[src/rtl/morse_keyer_ctrl.sv]
// morse_keyer_ctrl
//   Turns a debounced Morse key level into dot/dash strobes for a downstream
//   decoder, detects the inter-symbol gap, commits the decoder's code as a
//   symbol, and flags word boundaries after a long quiet period.
//
// Parameters
//   DASH_TICKS  minimum held ticks classified as a dash
//   GAP_TICKS   released ticks that end a symbol (>= 1)
//   WORD_TICKS  released ticks that end a word (> GAP_TICKS)
//
// Ports
//   Clock       rising-edge clock
//   Reset       synchronous, active-high reset
//   key_in      key level, 1 = pressed
//   tick        one-cycle timebase strobe
//   dec_code    current code from the decoder
//   dot, dash   one-cycle element strobes to the decoder
//   dec_reset   one-cycle decoder clear (asserted during COMMIT)
//   sym_out     last committed symbol code
//   sym_valid   one-cycle strobe: sym_out is a valid symbol (0..35)
//   sym_err     one-cycle strobe: committed sequence was invalid
//   word_space  one-cycle strobe marking a word boundary
module morse_keyer_ctrl #(
    parameter int unsigned DASH_TICKS = 3,
    parameter int unsigned GAP_TICKS  = 3,
    parameter int unsigned WORD_TICKS = 7
) (
    input  logic       Clock,
    input  logic       Reset,
    input  logic       key_in,
    input  logic       tick,
    input  logic [5:0] dec_code,
    output logic       dot,
    output logic       dash,
    output logic       dec_reset,
    output logic [5:0] sym_out,
    output logic       sym_valid,
    output logic       sym_err,
    output logic       word_space
);

    localparam int unsigned PW = $clog2(DASH_TICKS + 1);
    localparam int unsigned GW = $clog2(GAP_TICKS + 1);
    localparam int unsigned WW = $clog2(WORD_TICKS + 1);

    typedef enum logic [1:0] {IDLE, PRESS, GAP, COMMIT} state_t;

    state_t        state;
    logic [PW-1:0] pcnt;
    logic [GW-1:0] gcnt;
    logic [WW-1:0] wcnt;
    logic [2:0]    ecnt;
    logic          ovf;
    logic          armed;

    logic wcnt_inc;
    logic ws_hit;

    // Word counter advances on any released tick; in PRESS a released key is
    // the release cycle itself, whose tick belongs to the GAP that follows.
    // A commit in progress counts as armed so a same-cycle boundary is not lost.
    always_comb begin
        wcnt_inc = !key_in && tick && (wcnt != WW'(WORD_TICKS));
        ws_hit   = wcnt_inc && (wcnt == WW'(WORD_TICKS - 1))
                   && (armed || state == COMMIT);
    end

    always_ff @(posedge Clock) begin
        if (Reset) begin
            state      <= IDLE;
            pcnt       <= '0;
            gcnt       <= '0;
            wcnt       <= '0;
            ecnt       <= '0;
            ovf        <= 1'b0;
            armed      <= 1'b0;
            dot        <= 1'b0;
            dash       <= 1'b0;
            dec_reset  <= 1'b0;
            sym_out    <= '0;
            sym_valid  <= 1'b0;
            sym_err    <= 1'b0;
            word_space <= 1'b0;
        end else begin
            dot        <= 1'b0;
            dash       <= 1'b0;
            dec_reset  <= 1'b0;
            sym_valid  <= 1'b0;
            sym_err    <= 1'b0;
            word_space <= ws_hit;

            if (wcnt_inc)
                wcnt <= wcnt + WW'(1);

            case (state)
                IDLE: begin
                    if (key_in) begin
                        state <= PRESS;
                        pcnt  <= '0;
                        wcnt  <= '0;
                    end
                end
                PRESS: begin
                    if (key_in) begin
                        if (tick && pcnt != PW'(DASH_TICKS))
                            pcnt <= pcnt + PW'(1);
                    end else if (pcnt == '0) begin
                        // Glitch: no element, resume where the symbol was
                        state <= (ecnt == 3'd0) ? IDLE : GAP;
                        gcnt  <= '0;
                    end else begin
                        state <= GAP;
                        gcnt  <= '0;
                        if (ecnt == 3'd5) begin
                            ovf <= 1'b1;
                        end else begin
                            ecnt <= ecnt + 3'd1;
                            if (pcnt == PW'(DASH_TICKS))
                                dash <= 1'b1;
                            else
                                dot <= 1'b1;
                        end
                    end
                end
                GAP: begin
                    if (key_in) begin
                        state <= PRESS;
                        pcnt  <= '0;
                        wcnt  <= '0;
                    end else if (tick) begin
                        if (gcnt == GW'(GAP_TICKS - 1)) begin
                            state     <= COMMIT;
                            dec_reset <= 1'b1;
                        end else begin
                            gcnt <= gcnt + GW'(1);
                        end
                    end
                end
                COMMIT: begin
                    sym_out   <= dec_code;
                    sym_valid <= (dec_code <= 6'd35) && !ovf;
                    sym_err   <= !((dec_code <= 6'd35) && !ovf);
                    ecnt      <= '0;
                    ovf       <= 1'b0;
                    state     <= IDLE;
                end
                default: state <= IDLE;
            endcase

            if (ws_hit)
                armed <= 1'b0;
            else if (state == COMMIT)
                armed <= 1'b1;
        end
    end

endmodule

[config.mk]
export PLATFORM = sky130hd
export DESIGN_NAME = morse_keyer_ctrl
export DESIGN_NICKNAME = d
export VERILOG_FILES = /design/src/rtl/morse_keyer_ctrl.sv
export SDC_FILE = /design/constraint.sdc
export NUM_CORES = 1
export LEC_CHECK = 0
export CORE_UTILIZATION = 48
export CTS_BUF_LIST = sky130_fd_sc_hd__clkbuf_8
export CTS_CLUSTER_SIZE = 8
export DETAILED_ROUTE_END_ITERATION = 8
export PLACE_DENSITY = 0.75
export SETUP_SLACK_MARGIN = 0.1
export SYNTH_ARGS = -nofsm -noshare
export SYNTH_HDL_FRONTEND = slang
export SYNTH_SLANG_ARGS = --single-unit
[constraint.sdc]
create_clock -name Clock -period 1.3 [get_ports Clock]
set_input_delay 0.13 -clock Clock [delete_from_list [all_inputs] [get_ports Clock]]
set_output_delay 0.13 -clock Clock [all_outputs]
set_load 0.05 [all_outputs]
==> summary.md, run 1 <==
| Metric | Value |
|---|---|
| Core Rows | 17 |
| Outcome | finished, violations left |
| Synth area leader | dfxtp_1 |
| R2R depth | 5 |
| Core ar. | 2250 µm² |
| Worst setup SP type | flip-flop |
| Num CTS Buffers | 3 |
| Buffers on Ports | 21 |
| Clk root buf | clkbuf_8 |
| Later-pin clock latency in the skew report | 270 ps |
| Synthesized cell area | between 1000 and 1500 µm² |
| Die Y | between 50 and 60 µm |
| Die width | a little over 50 µm |
| Clock transition at path regs | roughly 90 ps |
| CTS tree | done |
| Sequential cell area fraction in the yosys report | between 40 and 50% |
| Min-Delay Path Class | in2reg |
| Pwr Total | roughly 1.5 mW |
| Final Max Slew Viols | 0 |
| RSZ-0062 raised after global routing | yes |
| Place WS | -208 ps |
| Layout cells sized above 1 | a little under half |
| Post-route ant nets | 0 |
| GRT overflow | 0 |
| Post-Syn Area per Cell | between 9 and 10 µm² |
| Lkg Pwr | approximately 0.73 nW |
| Final worst-path cycle share | 109% |
| Initial DRC Count | 40 |
| GP Congestion | just over 0.8 |
| Worst setup margin | -122 ps |
| N_diodes | 0 |
| Placed cells | roughly 190 |
| Synth cell types | 38 |
| Die Area | 2660 µm² |
| CP endpoint kind | flip-flop |
| Worst EP required | ~1500 ps |
| Top cell type's share of synthesized area | roughly 44% |
| Maximum clock path buffer count | 2 |
| Worst EP arrival | 1580 ps |
| PD cells | roughly 750 nW/µm² |
| Setup violations, final | 7 |
| FMAX | 703 MHz |
| Layout Cells excl Fill | 201 |
| Final net count | between 150 and 200 |
| Synthesized netlist cell count | between 100 and 150 |
| Worst VDD drop | 782 µV |
| WL final | between 3 and 4 mm |
| Fin crit period | between 1000 and 1500 ps |
| Worst slew margin | approximately 80% |
| Initial core utilization | between 50% and 60% |
| Syn Nets | 149 |
| Fillers | between 90 and 100 |
| IO Count | 22 |
| Yosys reg bits | 26 |
| Total global-route track usage | approximately 29% |
| Worst Hold Depth | 4 |
| DRC viols | 0 |
| First-pass GRT wire length | 5.40 mm |
| Violated checks | setup timing |
| Yosys warnings | 0 |
| Hold Fails Final Rpt | 0 |
| Largest net degree at the start of global routing | 15 |
| Critical path fanouts, max | 4 |
| Synth area leaders | dfxtp_1 (44%), ha_1 (9.6%), nand2_1 (7.0%) |
| DR WL/cell | 19.1 µm |
| Worst slew pin tran | 301 ps |
| Layout area overhead | 68.8% |
| Initial antenna violation count | 0 |
| Drt first pass iters | 4 |
| Vias in the first global route | approximately 1100 |
| Clk_skew | 0.982 ps |
| Final instance area | about 2000 µm² |
| Htree depth | 1 |
| DP Area | about 1700 µm² |
| Vias per Instance | roughly 5.9 |
| Hold_buf cts | 0 |
| Max-cap viol count | 0 |
| CTS sink cnt | 26 |
| CP Class | reg2reg |
| Via count | 1176 |
| Hpwl dp | 2.00 mm |
power breakdown:
| part | switching [mW] | internal, mW |
|---|---|---|
| sequential | 0.00718 | 0.794 |
| clock | 0.253 | 0.271 |
| combinational | 0.0826 | 0.0828 |
worst max-delay path: stages (launching register included):
cell,delay [ps]
dfxtp_2,350
ha_4,170
ha_4,160
nor3b_4,300
mux2i_1,270
nor2_1,70
sequential cells by signal (all words and copies together) (netlist names), 2 cells and up:
name and flops:
ecnt 3, pcnt 2, wcnt 3, sym_out 6
state 2, gcnt 2
metal layers:
metal	global-route usage, %	part of all wire [%]	up-vias
li1	-	-	537
met1	30.0	38	566
met2	52.6	52	55
met3	3.80	5.3	18
met4	20.7	5.0	0
met5	0	0	-
path summary, 6_finish.rpt:
kind,start,to,slack (ps)
worst max register to register,wcnt[0],wcnt[1],-120
worst max-delay path,wcnt[0],wcnt[1],-120
worst min-delay path,key_in,gcnt[0],360
worst min register to register,sym_out[5],sym_out[5],500
cell usage after synthesis:
library cell and n:
o31a_1 1, mux2i_1 3, buf_6 1, dfxtp_1 26, nor4_1 1, o32ai_1 2, buf_4 1, nor3_1 5
buf_1 1, buf_2 2, o211ai_1 1, nand3_1 2, or2b_1 1, a211oi_1 1, xnor2_1 2, nand4_1 1
o21ai_0 3, clkbuf_1 1, a21boi_0 1, a41oi_1 1, a21o_1 1, nor3b_2 1, and4bb_2 2, nand4bb_1 1
a2111oi_1 1, ha_1 9, a31oi_1 2, and2_1 1, nor3b_1 2, nor2b_1 2, o21a_1 1, nand2_1 22
inv_1 9, or4_1 1, nor2_1 9, nand2b_4 1, o31ai_1 1, a21oi_1 7
stage by stage:
step	utilization, %	hold slack, ps	TNS (ps)
finish	88.2	364	-459
detailed placement	75.6	451	-2080
floorplan	-	256	-95.6
global route	88.2	357	-836
global placement	75.6	452	-1760
CTS	82.7	412	-173
placed cells by master, fill, tap and decap left out, types with 4 or more instances in the layout:
master           Yosys  routed
nor2_1               9       6
clkdlybuf4s50_1      0       8
nand2_1             22      21
dfxtp_4              0       4
buf_4                1      21
ha_4                 0       6
inv_1                9       5
clkbuf_8             0       4
buf_12               0      12
dfxtp_1             26      17
nor3_1               5       4
dfxtp_2              0       5
a21oi_1              7       6
cell type report:
| cell class | count | area [µm²] | area share [%] |
|---|---|---|---|
| Sequential cell | 26 | 542 | 27.2 |
| Timing Repair Buffer | 45 | 524 | 26.4 |
| Tap cell | 28 | 35.0 | 1.76 |
| Clock buffer | 4 | 55.1 | 2.77 |
| Inverter | 9 | 36.3 | 1.82 |
| Multi-Input combinational cell | 89 | 797 | 40.1 |
kinds of logic after synthesis:
family	Yosys count	share of synthesized area [%]
flip-flops	26	44.2
buffers and inverters	15	5.94
AO/OA/AOI/OAI	23	13.0
AND/OR/NAND/NOR	52	23.4
adder cells (fa/ha/maj)	9	9.55
XOR/XNOR	2	1.49
multiplexers	3	2.55
repair_timing:
item / in CTS / in global routing
pin swaps: 9 / 7
gates resized for setup: 21 / 22
endpoints found under the setup margin: 18 / 17
buffers inserted: 4 / 5
(Power assumes the default switching activity.)
==> run 2, diff against run 1 <==
- CORE_MARGIN: unset -> 3
- CTS_CLUSTER_SIZE: 8 -> unset
==> run 2 against run 1 <==
The run still ends with setup timing left. Worst setup slack worse by 59 ps. Via count is 2.6% lower. Critical path type unchanged. Utilization is 2.8 points lower. Largest cell class unchanged. Highest routed layer unchanged. Design area is 2.3% lower.
==> summary.md, run 2 (same netlist as run 1, synthesis figures left out) <==
| Metric | Value |
|---|---|
| Die Area | 3090 µm² (was 2660 µm²) |
| Setup TNS | -713 ps (was -459 ps) |
| Clock share of power | 41.1% (was 35.1%) |
| DRC viols | 0 (unchanged) |
| FF+latch area | 541 µm² (was 542 µm²) |
| Most common cell after layout, fill and taps aside | nand2_1 |
| Clk_skew | 7.93 ps (was 0.982 ps) |
| Min-Delay Path Class | in2reg (unchanged) |
| Fillers | 111 (was 92) |
| CP max stage delay | 420 ps (was 350 ps) |
| Initial DRC Count | 44 (was 40) |
| CP Class | reg2reg (unchanged) |
| Later-pin clock latency in the skew report | 280 ps (was 270 ps) |
| Setup violations, final | 6 (was 7) |
| Initial core utilization | 51.8% (was 52.3%) |
| Total global-route track usage | 21.9% (was 28.8%) |
| CTS tree | done (unchanged) |
| Hold Fails Final Rpt | 0 (unchanged) |
| Met2 routed WL | 1.74 mm (was 1.99 mm) |
| Max-cap viol count | 0 (unchanged) |
| Hold_buf cts | 0 (unchanged) |
| Met3 WL post-DR | 219 µm (was 202 µm) |
| First-pass GRT wire length | 5.31 mm (was 5.40 mm) |
| Most frequent cells in the layout | nand2_1 (21), buf_4 (20), dfxtp_1 (18) (was nand2_1 (21), buf_4 (21), dfxtp_1 (17)) |
| N_diodes | 0 (unchanged) |
| Final Max Slew Viols | 0 (unchanged) |
| Top delay family on crit path | simple AND/OR/NAND/NOR gates (unchanged) |
| Fin crit period | 1480 ps (was 1420 ps) |
| Die Y | 55.6 µm (was 51.6 µm) |
| Clk root buf | clkbuf_8 (unchanged) |
| Internal power | 1.29 mW (was 1.15 mW) |
| RSZ-0062 raised after global routing | yes (unchanged) |
| Outcome | finished, violations left (unchanged) |
| Worst VDD drop | 663 µV (was 782 µV) |
| Hpwl dp | 1.98 mm (was 2.00 mm) |
| Htree depth | 1 (unchanged) |
| Sequential Power Share | 49.0% (was 53.8%) |
| Worst setup SP type | flip-flop (unchanged) |
| GRT overflow | 0 (unchanged) |
| Final net count | 191 (was 193) |
| Worst EP arrival | 1670 ps (was 1580 ps) |
| Post-route ant nets | 0 (unchanged) |
| Worst slew pin tran | 301 ps (about the same) |
| Largest registers | sym_out (6), ecnt (3), wcnt (3) (unchanged) |
| IO Count | 22 (unchanged) |
| Worst EP required | 1490 ps (was 1460 ps) |
| Final worst-path cycle share | 114% (was 109%) |
| Largest net degree at the start of global routing | 16 (was 15) |
| Top layer in use | met4 (unchanged) |
| CP endpoint kind | flip-flop (unchanged) |
| Maximum clock path buffer count | 2 (unchanged) |
| Psw | 344 µW (was 343 µW) |
| WL final | 3.47 mm (was 3.84 mm) |
| Lkg Pwr | 0.717 nW (was 0.734 nW) |
| Max reg flops | 6 (unchanged) |
| Met1 wire length | 1.41 mm (was 1.45 mm) |
| Num CTS Buffers | 3 (unchanged) |
| Layout area overhead | 65.0% (was 68.8%) |
| GP Congestion | 0.875 (was 0.810) |
| Worst slew margin | 79.9% (about the same) |
| Initial antenna violation count | 0 (unchanged) |
| Worst setup margin | -181 ps (was -122 ps) |
| Largest Register | sym_out (unchanged) |
| Core Rows | 17 (unchanged) |
| Layout cells sized above 1 | 42.7% (was 46.8%) |
| Worst Path Buf+Inv | 1 (was 0) |
| Critical path fanouts, max | 4 (unchanged) |
| Comb pwr share | 9.9% (was 11.1%) |
| Worst path slowest cell | or4_1 (was dfxtp_2) |
| Buffers on Ports | 21 (unchanged) |
| PD cells | 841 nW/µm² (was 749 nW/µm²) |
| DR WL/cell | 17.4 µm (was 19.1 µm) |
| Vias per Instance | 5.75 (was 5.85) |
| Via count | 1145 (was 1176) |
| Die width | 55.6 µm (was 51.6 µm) |
| Sw frac | 21.1% (was 23.0%) |
| Drt first pass iters | 4 (unchanged) |
| Area occupied by multi-input gates | 756 µm² (was 797 µm²) |
| Clock transition at path regs | 90 ps (about the same) |
| Violated checks | setup timing (unchanged) |
| Core ar. | 2280 µm² (was 2250 µm²) |
| FMAX | 675 MHz (was 703 MHz) |
| Vias in the first global route | 1138 (unchanged) |
| Crit path cell chain | inv_2, ha_4, nand4bb_4, or4_1, a31oi_1 (was ha_4, ha_4, nor3b_4, mux2i_1, nor2_1) |
| Pwr Total | 1.63 mW (was 1.49 mW) |
| CTS sink cnt | 26 (unchanged) |
run 2: worst register-to-register path, stage by stage (launching register included):
cell and delay, ps:
dfxtp_4 380, inv_2 40, ha_4 140, nand4bb_4 180, or4_1 420, a31oi_1 220
run 2: through the flow:
step	area, µm²	hold WS [ps]	worst slack, ps	util, %	std cells
2_1_floorplan	1260	256	-95.6	-	130
3_3_place_gp	1710	452	-199	75.2	189
3_5_place_dp	1710	453	-239	75.2	189
4_1_cts	1890	415	-92.2	83.0	196
5_1_grt	1940	427	-248	85.4	199
6_report	1940	416	-181	85.4	199
run 2: timing repair:
item | in CTS | in global routing
buffers inserted | 3 | 3
gates cloned | 0 | 0
setup endpoints to repair | 16 | 15
pin swaps | 15 | 11
resized for setup | 22 | 9
run 2: layout make-up:
type,instances,share of cell area (%)
multi-input cells,89,38.9
inverters,9,1.99
well taps,28,1.80
repair buffers,43,25.9
clock buffers,3,2.12
clock inverters,1,1.54
flip-flops and latches,26,27.8
run 2: per-layer routing:
metal | GRT usage [%] | up-vias
li1 | - | 530
met3 | 5.14 | 9
met1 | 25.0 | 545
met2 | 38.5 | 61
met4 | 9.72 | 0
met5 | 0 | -
run 2: worst paths after layout:
path | start | end | slack, ps | cells after the start
setup reg to reg | gcnt[0] | gcnt[0] | -180 | 5
setup / recovery | gcnt[0] | gcnt[0] | -180 | 5
hold reg to reg | ovf | sym_valid | 460 | 1
hold / removal | dec_code[1] | sym_out[1] | 420 | 3
run 2: power by group through the flow:
stage	Combinational, mW	Clock (mW)	Sequential [mW]
final	0.162	0.671	0.801
after global routing	0.172	0.713	0.802
after CTS	0.141	0.676	0.804
after detailed placement	0.128	0	0.826
after global placement	0.123	0	0.826
after floorplan	0.0634	0	0.826
==> run 3, diff against run 2 <==
- ABC_AREA: unset -> 0
- CORE_UTILIZATION: 48 -> 53
- PLACE_DENSITY: 0.75 -> 0.79
- clock period: 1.3 -> 1.4 ns (I/O delays scaled with it)
==> run 3 against run 2 <==
The flow still finishes with violations (setup timing). Clock power decreased by 7.2%. Sequential power decreased by 6.7%. Sequential share of layout area grew 2.5 points. Hold slack got worse by 3.2 ps. Total power decreased by 7.8%. Fmax is 5.6% higher.
==> summary.md, run 3 (same netlist as run 1, synthesis figures left out) <==
| Metric | Value |
|---|---|
| Clk root buf | clkbuf_8 (unchanged) |
| Vias in the first global route | 1029 (was 1138) |
| Final worst-path cycle share | 100% (was 114%) |
| Largest net degree at the start of global routing | 20 (was 16) |
| CP max stage delay | 350 ps (was 420 ps) |
| Worst path most repeated cell | ha_4 |
| Max reg flops | 6 (unchanged) |
| Buffers on Ports | 21 (unchanged) |
| Initial core utilization | 57.7% (was 51.8%) |
| Largest Register | sym_out (unchanged) |
| Vias per Instance | 5.55 (was 5.75) |
| Fin util | 86.0% (was 85.4%) |
| DRC viols | 0 (unchanged) |
| Pwr Total | 1.51 mW (was 1.63 mW) |
| Worst slew margin | 71.6% (was 79.9%) |
| CP Class | reg2reg (unchanged) |
| Drt first pass iters | 4 (unchanged) |
| GRT overflow | 0 (unchanged) |
| R2r setup slk | -2 ps (was -180 ps) |
| WHS | 412 ps (was 416 ps) |
| DR WL/cell | 16.2 µm (was 17.4 µm) |
| Hold Fails Final Rpt | 0 (unchanged) |
| N_diodes | 0 (unchanged) |
| Worst setup SP type | flip-flop (unchanged) |
| Layout cells sized above 1 | 41.2% (was 42.7%) |
| Worst slew pin tran | 425 ps (was 301 ps) |
| IO Count | 22 (unchanged) |
| Final Max Slew Viols | 0 (unchanged) |
| Worst VDD drop | 785 µV (was 663 µV) |
| GP Congestion | 0.847 (was 0.875) |
| Placed cells | 183 (was 189) |
| CTS tree | done (unchanged) |
| Hpwl dp | 1.81 mm (was 1.98 mm) |
| Outcome | finished, violations left (unchanged) |
| Max-cap viol count | 0 (unchanged) |
| Initial DRC Count | 32 (was 44) |
| Min-Delay Path Class | in2reg (unchanged) |
| Total global-route track usage | 22.6% (was 21.9%) |
| Area occupied by multi-input gates | 763 µm² (was 756 µm²) |
| Clock transition at path regs | 90 ps (about the same) |
| CP endpoint kind | flip-flop (unchanged) |
| Die Y | 53.2 µm (was 55.6 µm) |
| PD cells | 858 nW/µm² (was 841 nW/µm²) |
| Place WS | -188 ps (was -239 ps) |
| First-pass GRT wire length | 4.60 mm (was 5.31 mm) |
| Later-pin clock latency in the skew report | 280 ps (about the same) |
| Violated checks | setup timing (unchanged) |
| Layout area overhead | 49.0% (was 65.0%) |
| Crit path cell chain | ha_4, ha_4, nor3b_4, buf_6, mux2i_1, nor2_1 (was inv_2, ha_4, nand4bb_4, or4_1, a31oi_1) |
| Layout Cells excl Fill | 192 (was 199) |
| Worst setup margin | -1.60 ps (was -181 ps) |
| Most common cell after layout, fill and taps aside | buf_4 (was nand2_1) |
| FMAX | 713 MHz (was 675 MHz) |
| Core Rows | 16 (was 17) |
| Final net count | 185 (was 191) |
| Maximum clock path buffer count | 2 (unchanged) |
| RSZ-0062 raised after global routing | yes (unchanged) |
| FF+latch area | 533 µm² (was 541 µm²) |
| Die width | 53.2 µm (was 55.6 µm) |
| Clk_skew | 4.48 ps (was 7.93 ps) |
| Worst path slowest cell | dfxtp_2 (was or4_1) |
| Worst EP arrival | 1580 ps (was 1670 ps) |
| Worst EP required | 1570 ps (was 1490 ps) |
| Lkg Pwr | 0.663 nW (was 0.717 nW) |
| Most frequent cells in the layout | buf_4 (26), nand2_1 (21), dfxtp_1 (20) (was nand2_1 (21), buf_4 (20), dfxtp_1 (18)) |
| Critical path fanouts, max | 3 (was 4) |
| Largest registers | sym_out (6), ecnt (3), wcnt (3) (unchanged) |
| Via count | 1065 (was 1145) |
| WL final | 3.11 mm (was 3.47 mm) |
| Fin crit period | 1400 ps (was 1480 ps) |
| Die Area | 2830 µm² (was 3090 µm²) |
| Core ar. | 2040 µm² (was 2280 µm²) |
| Num CTS Buffers | 3 (unchanged) |
| Initial antenna violation count | 0 (unchanged) |
| CTS sink cnt | 26 (unchanged) |
| Post-route ant nets | 0 (unchanged) |
| Fillers | 96 (was 111) |
| Setup violations, final | 1 (was 6) |
| Htree depth | 1 (unchanged) |
run 3: path summary, 6_finish.rpt:
path | start | end | cells past startpoint
min | dec_code[0] | sym_out[0] | 3
max reg2reg | wcnt[0] | wcnt[2] | 6
max | wcnt[0] | wcnt[2] | 6
min reg2reg | sym_out[2] | sym_out[2] | 2
run 3: area by class of cell:
cell class	instances	area share, %
multi-input combinational	89	43.4
clock inverter	1	1.71
tap	27	1.92
inverter	9	2.07
timing repair buffer	37	18.2
clock buffer	3	2.35
sequential	26	30.3
run 3: worst max-delay path, delay by kind of cell (launching register included):
family / cells / cell delay, ps
mux: 1 / 200
simple gates: 2 / 270
flops: 1 / 350
buf+inv: 1 / 150
fa+ha+maj: 2 / 320
run 3: timing repair:
item | CTS | global route
cloned | 0 | 0
setup buffers | 4 | 1
pin swaps | 7 | 9
setup endpoints to repair | 12 | 16
resized for setup | 12 | 25
hold buffers | 0 | 0
run 3: report_power, final:
| part | internal, mW | switching [mW] | leakage [nW] |
|---|---|---|---|
| combinational | 0.0714 | 0.0663 | 0.414 |
| sequential | 0.741 | 0.00567 | 0.213 |
| clock | 0.383 | 0.240 | 0.0357 |
| total | 1.20 | 0.312 | 0.663 |
run 3: routing by layer:
metal | up-vias | global-route usage [%] | part of all wire, %
li1 | 516 | - | -
met1 | 517 | 28.0 | 43
met2 | 30 | 38.6 | 51
met3 | 2 | 3.10 | 5.0
met4 | 0 | 9.79 | 0.93
met5 | - | 0 | 0
run 3: through the flow:
stage | setup TNS (ps) | cell area, µm²
after floorplan | 0 | 1220
after global placement | -693 | 1500
after detailed placement | -1190 | 1500
after CTS | 0 | 1640
after global routing | -180 | 1760
final | -1.60 | 1760
